[config.mk]
export PLATFORM = sky130hd
export DESIGN_NAME = multicycle_ctrl
export DESIGN_NICKNAME = d
export VERILOG_FILES = /design/src/rtl/mips_ctrl_pkg.sv /design/src/rtl/ctrl_word_decode.sv /design/src/rtl/multicycle_ctrl.sv
export SDC_FILE = /design/constraint.sdc
export NUM_CORES = 1
export LEC_CHECK = 0
export ABC_AREA = 1
export CORE_ASPECT_RATIO = 0.6
export CORE_MARGIN = 2
export CORE_UTILIZATION = 49
export CTS_BUF_LIST = sky130_fd_sc_hd__clkbuf_4 sky130_fd_sc_hd__clkbuf_8 sky130_fd_sc_hd__clkbuf_16
export CTS_CLUSTER_DIAMETER = 60
export DETAILED_ROUTE_END_ITERATION = 6
export GPL_ROUTABILITY_DRIVEN = 0
export PLACE_DENSITY = 0.79
export SYNTH_ARGS = -nofsm -noshare
export SYNTH_HDL_FRONTEND = slang
export SYNTH_HIERARCHICAL = 1
export SYNTH_SLANG_ARGS = --single-unit
export TNS_END_PERCENT = 10
[constraint.sdc]
create_clock -name clk_i -period 3.81 [get_ports clk_i]
set_input_delay 0.5715 -clock clk_i [delete_from_list [all_inputs] [get_ports clk_i]]
set_output_delay 0.5715 -clock clk_i [all_outputs]
set_load 0.05 [all_outputs]
[src/rtl/mips_ctrl_pkg.sv]
// Shared definitions for the multi-cycle MIPS control path: opcodes, FSM state
// encoding, ALU operation classes and datapath mux select encodings.
package mips_ctrl_pkg;

   localparam logic [5:0] OP_R    = 6'b000000;
   localparam logic [5:0] OP_LW   = 6'b100011;
   localparam logic [5:0] OP_SW   = 6'b101011;
   localparam logic [5:0] OP_BEQ  = 6'b000100;
   localparam logic [5:0] OP_J    = 6'b000010;
   localparam logic [5:0] OP_ADDI = 6'b001000;
   localparam logic [5:0] OP_ORI  = 6'b001101;

   typedef enum logic [3:0] {
      ST_FETCH    = 4'd0,
      ST_DECODE   = 4'd1,
      ST_MEM_ADDR = 4'd2,
      ST_MEM_RD   = 4'd3,
      ST_MEM_WB   = 4'd4,
      ST_MEM_WR   = 4'd5,
      ST_R_EXEC   = 4'd6,
      ST_R_WB     = 4'd7,
      ST_BRANCH   = 4'd8,
      ST_JUMP     = 4'd9,
      ST_I_EXEC   = 4'd10,
      ST_I_WB     = 4'd11
   } state_t;

   // ALU operation classes, shared with the ALU controller.
   localparam logic [2:0] ALU_OP_ADD   = 3'b000;
   localparam logic [2:0] ALU_OP_SUB   = 3'b001;
   localparam logic [2:0] ALU_OP_OR    = 3'b010;
   localparam logic [2:0] ALU_OP_RTYPE = 3'b011;

   localparam logic [1:0] SRC_B_RT    = 2'b00;
   localparam logic [1:0] SRC_B_FOUR  = 2'b01;
   localparam logic [1:0] SRC_B_IMM   = 2'b10;
   localparam logic [1:0] SRC_B_SHIFT = 2'b11;

   localparam logic [1:0] PC_SRC_ALU    = 2'b00;
   localparam logic [1:0] PC_SRC_ALUOUT = 2'b01;
   localparam logic [1:0] PC_SRC_JUMP   = 2'b10;

   typedef struct packed {
      logic       pc_write;
      logic       pc_write_cond;
      logic [1:0] pc_src;
      logic       i_or_d;
      logic       mem_read;
      logic       mem_write;
      logic       ir_write;
      logic       mem_to_reg;
      logic       reg_dst;
      logic       reg_write;
      logic       alu_src_a;
      logic [1:0] alu_src_b;
      logic       zero_ext;
      logic [2:0] alu_op;
      logic       illegal;
   } ctrl_word_t;

   function automatic logic is_legal(input logic [5:0] op);
      return (op == OP_R) || (op == OP_LW) || (op == OP_SW) || (op == OP_BEQ) ||
             (op == OP_J) || (op == OP_ADDI) || (op == OP_ORI);
   endfunction

endpackage

[src/rtl/ctrl_word_decode.sv]
// Combinational Moore decode of FSM state (plus opcode in DECODE/I_EXEC)
// into the full datapath control word.
module ctrl_word_decode
   import mips_ctrl_pkg::*;
(
   input  state_t     state,
   input  logic [5:0] op,
   output ctrl_word_t cw
);

   always_comb begin
      cw           = '0;
      cw.pc_src    = PC_SRC_ALU;
      cw.alu_src_b = SRC_B_RT;
      cw.alu_op    = ALU_OP_ADD;
      case (state)
         ST_FETCH: begin
            cw.mem_read  = 1'b1;
            cw.ir_write  = 1'b1;
            cw.pc_write  = 1'b1;
            cw.alu_src_b = SRC_B_FOUR;
         end
         ST_DECODE: begin
            cw.alu_src_b = SRC_B_SHIFT;
            cw.illegal   = !is_legal(op);
         end
         ST_MEM_ADDR: begin
            cw.alu_src_a = 1'b1;
            cw.alu_src_b = SRC_B_IMM;
         end
         ST_MEM_RD: begin
            cw.mem_read = 1'b1;
            cw.i_or_d   = 1'b1;
         end
         ST_MEM_WB: begin
            cw.reg_write  = 1'b1;
            cw.mem_to_reg = 1'b1;
         end
         ST_MEM_WR: begin
            cw.mem_write = 1'b1;
            cw.i_or_d    = 1'b1;
         end
         ST_R_EXEC: begin
            cw.alu_src_a = 1'b1;
            cw.alu_op    = ALU_OP_RTYPE;
         end
         ST_R_WB: begin
            cw.reg_write = 1'b1;
            cw.reg_dst   = 1'b1;
         end
         ST_BRANCH: begin
            cw.alu_src_a     = 1'b1;
            cw.alu_op        = ALU_OP_SUB;
            cw.pc_write_cond = 1'b1;
            cw.pc_src        = PC_SRC_ALUOUT;
         end
         ST_JUMP: begin
            cw.pc_write = 1'b1;
            cw.pc_src   = PC_SRC_JUMP;
         end
         ST_I_EXEC: begin
            cw.alu_src_a = 1'b1;
            cw.alu_src_b = SRC_B_IMM;
            // ori is a logical op: zero-extend the immediate.
            if (op == OP_ORI) begin
               cw.alu_op   = ALU_OP_OR;
               cw.zero_ext = 1'b1;
            end
         end
         ST_I_WB: begin
            cw.reg_write = 1'b1;
         end
         default: ;
      endcase
   end

endmodule

[src/rtl/multicycle_ctrl.sv]
// Main control FSM for the multi-cycle MIPS datapath: state register,
// next-state logic and retired-instruction counter.
module multicycle_ctrl
   import mips_ctrl_pkg::*;
#(
   parameter int CNT_W = 32
) (
   input  logic             clk_i,
   input  logic             rst_i,
   input  logic [5:0]       instr_op_i,
   output logic             pc_write_o,
   output logic             pc_write_cond_o,
   output logic [1:0]       pc_src_o,
   output logic             i_or_d_o,
   output logic             mem_read_o,
   output logic             mem_write_o,
   output logic             ir_write_o,
   output logic             mem_to_reg_o,
   output logic             reg_dst_o,
   output logic             reg_write_o,
   output logic             alu_src_a_o,
   output logic [1:0]       alu_src_b_o,
   output logic             zero_ext_o,
   output logic [2:0]       alu_op_o,
   output logic             illegal_o,
   output logic [3:0]       state_o,
   output logic [CNT_W-1:0] retire_cnt_o
);

   state_t           state_q, state_d;
   logic [CNT_W-1:0] retire_q;
   logic             retire_now;
   ctrl_word_t       cw, cw_gated;

   always_comb begin
      state_d = ST_FETCH;
      case (state_q)
         ST_FETCH: state_d = ST_DECODE;
         ST_DECODE: begin
            case (instr_op_i)
               OP_LW, OP_SW:     state_d = ST_MEM_ADDR;
               OP_R:             state_d = ST_R_EXEC;
               OP_BEQ:           state_d = ST_BRANCH;
               OP_J:             state_d = ST_JUMP;
               OP_ADDI, OP_ORI:  state_d = ST_I_EXEC;
               default:          state_d = ST_FETCH;
            endcase
         end
         ST_MEM_ADDR: state_d = (instr_op_i == OP_LW) ? ST_MEM_RD : ST_MEM_WR;
         ST_MEM_RD:   state_d = ST_MEM_WB;
         ST_R_EXEC:   state_d = ST_R_WB;
         ST_I_EXEC:   state_d = ST_I_WB;
         default:     state_d = ST_FETCH;
      endcase
   end

   assign retire_now = state_q inside {ST_MEM_WB, ST_MEM_WR, ST_R_WB,
                                       ST_BRANCH, ST_JUMP, ST_I_WB};

   always_ff @(posedge clk_i or negedge rst_i) begin
      if (!rst_i) begin
         state_q  <= ST_FETCH;
         retire_q <= '0;
      end else begin
         state_q <= state_d;
         if (retire_now) retire_q <= retire_q + CNT_W'(1);
      end
   end

   ctrl_word_decode u_decode (
      .state (state_q),
      .op    (instr_op_i),
      .cw    (cw)
   );

   // Reset must silence the datapath immediately, even though state is FETCH.
   assign cw_gated = rst_i ? cw : '0;

   assign pc_write_o      = cw_gated.pc_write;
   assign pc_write_cond_o = cw_gated.pc_write_cond;
   assign pc_src_o        = cw_gated.pc_src;
   assign i_or_d_o        = cw_gated.i_or_d;
   assign mem_read_o      = cw_gated.mem_read;
   assign mem_write_o     = cw_gated.mem_write;
   assign ir_write_o      = cw_gated.ir_write;
   assign mem_to_reg_o    = cw_gated.mem_to_reg;
   assign reg_dst_o       = cw_gated.reg_dst;
   assign reg_write_o     = cw_gated.reg_write;
   assign alu_src_a_o     = cw_gated.alu_src_a;
   assign alu_src_b_o     = cw_gated.alu_src_b;
   assign zero_ext_o      = cw_gated.zero_ext;
   assign alu_op_o        = cw_gated.alu_op;
   assign illegal_o       = cw_gated.illegal;
   assign state_o         = state_q;
   assign retire_cnt_o    = retire_q;

endmodule

# After elaboration in Yosys (flattened, before gate mapping)

Index checks and enable logic that the tools add are counted.
Widths: inputs -> output; s select.

Register bits: 36
Latch bits: 0
Memory bits (writable): 0
Memory bits (read-only): 0
Logic and storage cells: 58
Memories: 0

Add/subtract/negate cells: 1
Multiply operators: 0
Div/mod/pow operators: 0
$lt $le $gt $ge: 0
Eq/ne operators: 17
Shifts and indexed selects: 0
Muxes and demuxes: 20
Bitwise logic cells: 0
Reduce and logical (&&, ||, !) cells: 18

Operators by type and width:

| operator              | count |
|---|---|
| $add 32x1->32 const B | 1 |
| $pmux 4 s6            | 1 |
| $pmux 4 s5            | 1 |
| $mux 19               | 1 |
| $eq 4x3->1 const B    | 4 |
| $eq 4x4->1 const B    | 4 |
| $eq 6x4->1 const B    | 2 |
| $eq 6x6->1 const B    | 2 |
| $mux 1                | 12 |
| $reduce_or 2->1       | 6 |
| $pmux 3 s3            | 1 |
| $eq 4x2->1 const B    | 2 |
| $eq 6x2->1 const B    | 1 |
| $eq 6x3->1 const B    | 1 |
| $logic_not 6->1       | 1 |
| $logic_or 1x1->1      | 6 |
| $pmux 2 s3            | 1 |
| $reduce_bool 6->1     | 1 |
| $eq 4x1->1 const B    | 1 |
| $logic_not 4->1       | 1 |
| $mux 4                | 1 |
| $pmux 2 s2            | 1 |
| $reduce_or 4->1       | 1 |
| $mux 3                | 1 |
| 2 further kinds       | 2 |

# Depth between registers and ports, before layout

Gate-level depths: netlist (run 1).

Word-level depth: 10
Depth in mapped cells: 10
Gate-level depth less buffers: 10

# Modules after synthesis

Netlist (run 1), hierarchy kept.

Modules (own cells, without submodules):

| module           | instances | cells an instance | area each (um^2) | seq. area each (um^2) |
|---|---|---|---|---|
| multicycle_ctrl  | 1         | 349               | 2332.2           | 900.9 |
| ctrl_word_decode | 1         | 60                | 257.7            | 0.0 |

# Worst setup path before layout (run 1)

Ideal clock, no wire load.

Kind: flip-flop to output port
Start point: register state_q[3], in the netlist state_o[3]
End point: output pc_write_cond_o
Data arrival time: 1622 ps
Required time: 3239 ps
Slack: 1616 ps
Stages on the path, launching flop included: 8
Path through: dfrtp_1 inv_1 nor2_1 inv_1 nor2_1 buf_4 nand2_1 inv_1

RTL lines:

| element                  | line                  | text |
|---|---|---|
| start: declaration       | multicycle_ctrl.sv:30 | `state_t state_q, state_d;` |
| start signal: assignment | multicycle_ctrl.sv:65 | `state_q <= state_d;` |
| end: declaration         | multicycle_ctrl.sv:12 | `output logic pc_write_cond_o,` |

==> results of run 1 <==
-- registers in the layout, summed over array words and instances (netlist names) --
signal and cells:
retire_cnt_o 32, state_o 4
-- layout by cell type (no fill, tap or decap) --
master	n
inv_2	3
o211ai_1	1
bufinv_16	3
nor2_2	3
o21ai_1	2
conb_1	1
buf_4	1
o22ai_1	3
nand2_2	4
nor2_4	4
nand2_4	1
nand3b_1	5
xor2_1	10
nand3_2	1
nand4_1	7
o21ai_0	6
xnor2_1	8
inv_1	69
nand2_1	146
buf_2	1
o2111ai_1	1
nand3_1	23
clkbuf_8	5
nor3_1	5
nor3_2	1
ha_1	1
nor2_1	60
a21oi_1	2
clkdlybuf4s50_1	60
dfrtp_1	36
nand3_4	1
-- final cells by class --
class                   instances  area, sq um
fillers                       446         1663
multi-input cells             296         1391
flip-flops and latches         36        900.9
repair buffers                 62        613.1
inverters                      72        270.3
clock inverters                 3        90.09
well taps                      66        82.58
clock buffers                   5        68.82
-- metal layers --
layer  vias up  routed length, um  track usage  share of wire
met2       116               2959       0.3796           0.42
li1       1363                  -            -              -
met5         -                  0            0              0
met3        16                484      0.04094          0.068
met1      1306               3557       0.3823           0.50
met4         0                126      0.07341          0.018
-- cells in the mapped netlist --
master,n
a21oi_1,2
buf_2,1
buf_4,2
clkbuf_1,2
conb_1,1
dfrtp_1,36
ha_1,1
inv_1,69
inv_2,3
nand2_1,146
nand2_2,4
nand2_4,1
nand3_1,23
nand3_2,1
nand3_4,1
nand3b_1,5
nand4_1,7
nor2_1,60
nor2_2,3
nor2_4,4
nor3_1,5
nor3_2,1
o2111ai_1,1
o211ai_1,1
o21ai_0,6
o21ai_1,2
o22ai_1,3
xnor2_1,8
xor2_1,10
-- worst max-delay path: cells and delay by family --
family,cells,cell delay (ns)
AO/OA/AOI/OAI,1,0.15
buffers and inverters,4,1.56
AND/OR/NAND/NOR,3,0.30
-- kinds of logic (layout without fill, tap and decap cells) --
group,after synthesis,in the layout
xor gates and xnor gates,18,18
and+or+nand+nor,261,261
AOI/OAI and AO/OA,15,15
DFF,36,36
adders and majority gates,1,1
buffers and inverters,77,142
other,1,1
-- stage by stage --
step	instances	cell area, sq um
floorplan	409	2590
global placement	532	3258
detailed placement	532	3258
CTS	540	3417
global route	540	3417
finish	540	3417
-- report_power, final --
part | switching [W] | internal (W)
sequential | 0.0000468 | 0.000407
clock | 0.000150 | 0.000328
combinational | 0.000333 | 0.000144
-- final timing paths --
check	slack [ns]	endpoint	startpoint
min in group asynchronous	0.61	retire_cnt_o[7]	rst_i
hold reg to reg	0.53	retire_cnt_o[4]	retire_cnt_o[4]
setup / recovery	0.66	alu_op_o[1]	instr_op_i[3]
max in group asynchronous	2.87	retire_cnt_o[0]	rst_i
setup reg to reg	1.94	retire_cnt_o[20]	state_o[0]
hold / removal	0.53	retire_cnt_o[4]	retire_cnt_o[4]
==> flow_summary.toml, run 1 <==
[setup_path]
reg2reg_depth = 9
required_ns = 3.24
cp_max_fo = 7
cp.arrival_ns = 2.58
cp_slowest_cell = "clkdlybuf4s50_1"
cp_slowest_stage_delay_ns = 0.79
crit_type = "in -> out"
cp-end-kind = "primary output"
path_cells = "clkdlybuf4s50_1, nand2_1, inv_1, nand3_1, o21ai_1, nand2_1, inv_1, clkdlybuf4s50_1"
startpoint_type = "primary input"

[run_status]
status = "finished, final reports clean"

[global_routing]
overflow = 0
grt_pass1_wl_um = 11820
antenna_found_initial = 0
track_usage = 0.2537
grt_pass1_vias = 2514
grt_max_degree = 37

[route]
dr_total_vias = 2801
detail_route.iter0.violations = 259
ant_nets = 0
routed_via_density = 5.187
dr.pass1.iters = 5
avgRoutedWirePerCell_um = 13.20
drc = 0
finalWirelength_um = 7128

[synth]
netlist_area_sq_um = 2590
synth-seq-cells = 36
ys_warn_count = 6
synth-adder-area-share = 0.004831
synthMuxAreaShare = 0
synth-xor-area-share = 0.06087
yosys.area_share.simple = 0.4372
synth.net_count = 418
ys_seq_area_frac = 0.3478
yosysTopAreaCell = "dfrtp_1"
synth-compound-area-share = 0.03285
synth_top_family_by_area = "simple AND/OR/NAND/NOR gates"
syn_avg_cell_area_sq_um = 6.332
synthesis.instances = 409
ys_types = 29
synth_top_area_frac = 0.3478
synth_area_leaders = "dfrtp_1 35%, nand2_1 21%, inv_1 10%, nor2_1 8.7%, nand3_1 4.4%"

[cts]
path_clk_slew_ns = 0.08
cts.sinks = 36
cts_resized = 0
ctsHoldBuffers = 0
cts_setup_buffers = 0
cts.path.max_buffers = 2
cts_tree = "yes"
h-tree-depth = 2
clock_latency_ns = 0.30
root_buffer = "clkbuf_8"
cts_buffers = 5

[place]
dp_hpwl_um = 5524
port_buffers = 61
place_worst_setup_slack_ns = 0.7037

[floorplan]
die_x_um = 97.86
initial_utilization = 0.5099
io_pins = 63
die_y_um = 60.32
core_area_sq_um = 5080
fp.dieArea_sq_um = 5902
row_count = 20

[power]
leakagePower_nw = 1.709
powerDensity_nw_per_um2 = 412.0
ir_drop_mv = 0.2670
p_total_w = 0.001408

[timing]
tns_ns = 0
drv_slew = 0
final.setup_skew_ns = 0.005967
fin_crit_sh = 0.8264
finalWorstSetupSlack_ns = 0.6614
setup_viol = 0
rsz0062_at_grt = "false"
fmax_mhz = 317.6
hold_violations = 0
period_needed_ns = 3.149
whs_ns = 0.5268
relSlewSlack = 0.6452
worst_pin_slew_ns = 0.5306

[final_layout]
post-route-util = 0.6727
final_nets = 482
n_antenna_cell = 0
syn2layout_area_growth_pct = 31.93
drive_gt1_frac = 0.05907

[min_path]
hold_class = "reg -> reg"
whs_path_depth = 1

[flow_run]
cap_violations = 0
No activity file was read; power rests on OpenSTA's default activity.
==> run 2, diff against run 1 <==
- CORE_UTILIZATION: 49 -> 45
- PLACE_DENSITY: 0.79 -> 0.77
- clock period: 3.81 -> 2.57 ns (I/O delays scaled with it)
==> flow_summary.toml, run 2 (synthesis results as in run 1) <==
[run_status]
status = "finished, final reports clean"

[floorplan]
initial_utilization = 0.4650
die_x_um = 101.9
row_count = 21
core_area_sq_um = 5570
fp.dieArea_sq_um = 6398
io_pins = 63
die_y_um = 62.77

[route]
ant_nets = 0
drc = 0
dr_total_vias = 2687
avgRoutedWirePerCell_um = 12.58
dr.pass1.iters = 5
detail_route.iter0.violations = 228
finalWirelength_um = 6972
routed_via_density = 4.850

[timing]
finalWorstSetupSlack_ns = 0.1714
hold_violations = 0
setup_viol = 0
rsz0062_at_grt = "false"
final.setup_skew_ns = 0.01445
relSlewSlack = 0.6469
whs_ns = 0.4362
fmax_mhz = 416.9
tns_ns = 0
drv_slew = 0
worst_pin_slew_ns = 0.5280
fin_crit_sh = 0.9333
period_needed_ns = 2.399

[place]
place_worst_setup_slack_ns = 0.2902
dp_hpwl_um = 5471
port_buffers = 61
placed_cells = 546

[final_layout]
stdcell_count = 554
n_antenna_cell = 0
final_common_cell = "nand2_1"
drive_gt1_frac = 0.07595
syn2layout_area_growth_pct = 31.21
fillers = 529
post-route-util = 0.6101
largest_reg_flops = 32
final_nets = 482
final_cell_mix = "146 x nand2_1, 69 x inv_1, 60 x nor2_1"

[setup_path]
cp.arrival_ns = 2.01
crit_type = "reg -> out"
rrSetupSlack_ns = 0.78
path_buf_inv = 4
crit_path_frequent_cell = "inv_1"
path_cells = "inv_1, nor2_1, inv_1, o22ai_1, nand2_1, inv_1, dlygate4sd2_1"
cp_max_fo = 7
rr_startpoint = "state_o[0]"
cp_slowest_cell = "dlygate4sd2_1"
cp-end-kind = "primary output"
required_ns = 2.18
startpoint_type = "register"
reg2reg_depth = 9
cp_top_family = "buffers and inverters"
cp_slowest_stage_delay_ns = 0.53
r2r_end = "retire_cnt_o[28]"

[cts]
root_buffer = "clkbuf_8"
cts.sinks = 36
cts.path.max_buffers = 2
cts_setup_buffers = 0
path_clk_slew_ns = 0.09
cts_buffers = 5
h-tree-depth = 2
clock_latency_ns = 0.30
cts_tree = "yes"

[global_routing]
antenna_found_initial = 0
track_usage = 0.2290
overflow = 0
grt_pass1_wl_um = 11450
grt_max_degree = 37
grt_pass1_vias = 2306

[power]
leakagePower_nw = 1.842
ir_drop_mv = 0.4833
powerDensity_nw_per_um2 = 526.0

[min_path]
hold_class = "in -> async"

[flow_run]
cap_violations = 0
==> run 2: per-layer routing <==
layer  up-vias  wire length (um)  GRT usage
met4         0               104    0.06000
met2       105              2686     0.2870
met5         -                 0          0
li1       1370                 -          -
met3        13               466    0.04810
met1      1199              3715     0.3840
==> run 2: final cells by class <==
cell class,instances,area [sq um],area share
sequential,36,900.9,0.2651
inverter,72,270.3,0.07953
multi-input combinational,296,1391,0.4094
timing repair buffer,62,648.1,0.1907
clock buffer,5,68.82,0.02025
clock inverter,3,18.77,0.005523
tap,80,100.1,0.02946
==> run 2: where the power goes <==
| group | total, W | leakage (nW) | switching (W) | internal (W) |
|---|---|---|---|---|
| clock | 0.000414 | 0.0479 | 0.000225 | 0.000189 |
| sequential | 0.000666 | 0.496 | 0.0000625 | 0.000604 |
| combinational | 0.000707 | 1.30 | 0.000493 | 0.000214 |
| total | 0.00179 | 1.84 | 0.000781 | 0.00101 |
==> run 2: worst max-delay path by stage <==
stage | start | to | cells after the start | slack, ns
6_report | state_o[2] | i_or_d_o | 7 | 0.17
5_1_grt | state_o[2] | i_or_d_o | 7 | 0.05
4_1_cts | state_o[3] | pc_src_o[0] | 7 | 0.01
3_5_place_dp | state_o[2] | i_or_d_o | 7 | 0.29
3_3_place_gp | state_o[2] | i_or_d_o | 7 | 0.35
2_1_floorplan | state_o[3] | pc_write_cond_o | 7 | 0.56
==> run 2: worst reg2reg max path, cell delays in order (launching register included) <==
cell and delay (ns):
dfrtp_1 0.51, inv_1 0.11, nand2_2 0.11, nand3_4 0.22
inv_2 0.21, nand2_2 0.09, nor2_4 0.21, nand3_1 0.11
nand2_1 0.08, inv_1 0.04
==> run 2: metrics by stage <==
step / cell area, sq um / power [W]
6_report: 3398 / 0.001787
5_1_grt: 3398 / 0.001864
4_1_cts: 3378 / 0.001785
3_5_place_dp: 3293 / 0.001384
3_3_place_gp: 3293 / 0.001374
2_1_floorplan: 2590 / 0.001144
==> run 2: repair_timing <==
action | CTS | global route
resized for setup | 2 | 8
setup endpoints to repair | 2 | 8
hold buffers | 0 | 0
cloned | 0 | 0
pin swaps | 0 | 0
==> run 3, diff against run 2 <==
- SKIP_LAST_GASP: default -> 1
==> flow_summary.toml, run 3 (synthesis results as in run 1) <==
[floorplan]
row_count = 21
fp.dieArea_sq_um = 6398
die_x_um = 101.9
die_y_um = 62.77
io_pins = 63
core_area_sq_um = 5570
initial_utilization = 0.4650

[global_routing]
grt_pass1_vias = 2306
antenna_found_initial = 0
track_usage = 0.2290
grt_pass1_wl_um = 11450
grt_max_degree = 37
overflow = 0

[timing]
final.setup_skew_ns = 0.01708
fin_crit_sh = 1.009
finalWorstSetupSlack_ns = -0.02186
relSlewSlack = 0.6408
period_needed_ns = 2.592
drv_slew = 0
rsz0062_at_grt = "true"
hold_violations = 0
whs_ns = 0.4167
fmax_mhz = 385.8
worst_pin_slew_ns = 0.5372
setup_viol = 2

[route]
routed_via_density = 4.838
dr_total_vias = 2680
avgRoutedWirePerCell_um = 12.51
dr.pass1.iters = 6
drc = 0
ant_nets = 0
detail_route.iter0.violations = 180
finalWirelength_um = 6931

[run_status]
status = "finished with violations"
failed_checks = "negative setup slack"

[setup_path]
required_ns = 2.18
cp-end-kind = "primary output"
cp_top_family = "buffers and inverters"
rr_startpoint = "state_o[0]"
reg2reg_depth = 9
crit_path_frequent_cell = "inv_1"
path_cells = "inv_1, nor2_1, inv_1, nor2_1, nand2_1, inv_1, clkdlybuf4s50_1"
r2r_end = "retire_cnt_o[28]"
startpoint = "state_o[2]"
startpoint_type = "register"
rrSetupSlack_ns = 0.77
crit_type = "reg -> out"
path_buf_inv = 4
cp_slowest_cell = "clkdlybuf4s50_1"
cp.arrival_ns = 2.21
cp_slowest_stage_delay_ns = 0.79
cp_max_fo = 7

[final_layout]
n_antenna_cell = 0
drive_gt1_frac = 0.07595
multi_input_area_sq_um = 1391
syn2layout_area_growth_pct = 30.58
largest_reg_flops = 32
final_cell_mix = "146 x nand2_1, 69 x inv_1, 60 x nor2_1"
final_nets = 482
fillers = 523
regArea_sq_um = 900.9
final_common_cell = "nand2_1"

[cts]
root_buffer = "clkbuf_8"
cts_tree = "yes"
cts.sinks = 36
cts_buffers = 5
path_clk_slew_ns = 0.09
clock_latency_ns = 0.30
cts.path.max_buffers = 2
h-tree-depth = 2
cts_setup_buffers = 0

[power]
leakagePower_nw = 1.722
powerDensity_nw_per_um2 = 530.0
ir_drop_mv = 0.4830
p_total_w = 0.001792

[place]
dp_hpwl_um = 5471
port_buffers = 61

[min_path]
hold_class = "in -> async"

[flow_run]
cap_violations = 0
[run 3: cell count changes in the layout (fill, tap and decap cells not counted), sizes merged]
| cell | change |
|---|---|
| dlygate4sd2 | -1 |
| dlymetal6s2s | -7 |
| clkdlybuf4s50 | +8 |
[run 3: stage by stage]
step                      setup WS (ns)  utilization  setup TNS (ns)  instances  area, sq um
final                          -0.02186       0.6071        -0.03134        554         3382
after global routing            -0.1362       0.6071         -0.7669        554         3382
after CTS                      -0.01895       0.6067        -0.01895        554         3379
after detailed placement         0.2902       0.5912               0        546         3293
after global placement           0.3502       0.5912               0        546         3293
after floorplan                  0.5621            -               0        409         2590
[run 3: report_power, final]
part	switching, W	internal (W)
registers	0.0000628	0.000604
clock network	0.000225	0.000189
logic	0.000494	0.000219
total	0.000781	0.00101
[run 3: worst max path at each step]
stage | endpoint | slack (ns) | depth (start not counted)
final | mem_write_o | -0.02 | 7
after floorplan | pc_write_cond_o | 0.56 | 7
after global placement | i_or_d_o | 0.35 | 7
after detailed placement | i_or_d_o | 0.29 | 7
after global routing | pc_src_o[0] | -0.14 | 7
after CTS | alu_src_b_o[1] | -0.02 | 7
[run 3: final cells by class]
| class | instances | share of cell area |
|---|---|---|
| repair buffers | 62 | 0.1868 |
| inverters | 72 | 0.07991 |
| clock buffers | 5 | 0.02035 |
| clock inverters | 3 | 0.005549 |
| multi-input cells | 296 | 0.4114 |
| well taps | 80 | 0.02960 |
| flip-flops and latches | 36 | 0.2664 |
[run 3: metal layers]
metal,global-route usage,vias to the layer above,wire (um)
met2,0.2870,99,2657
li1,-,1373,-
met4,0.06000,0,84
met5,0,-,0
met1,0.3840,1195,3692
met3,0.04810,13,496
[run 3: worst reg2reg max path, delay by kind of cell, from the launching register on]
kind                   cells  cell delay (ns)
and+or+nand+nor            6             0.83
buffers and inverters      3             0.36
DFF                        1             0.51
[run 3: repair_timing]
item	in CTS	in global routing
endpoints found under the setup margin	2	9
gates cloned	0	0
hold endpoints to repair	0	0
hold buffers	0	0
gates resized for setup	1	1
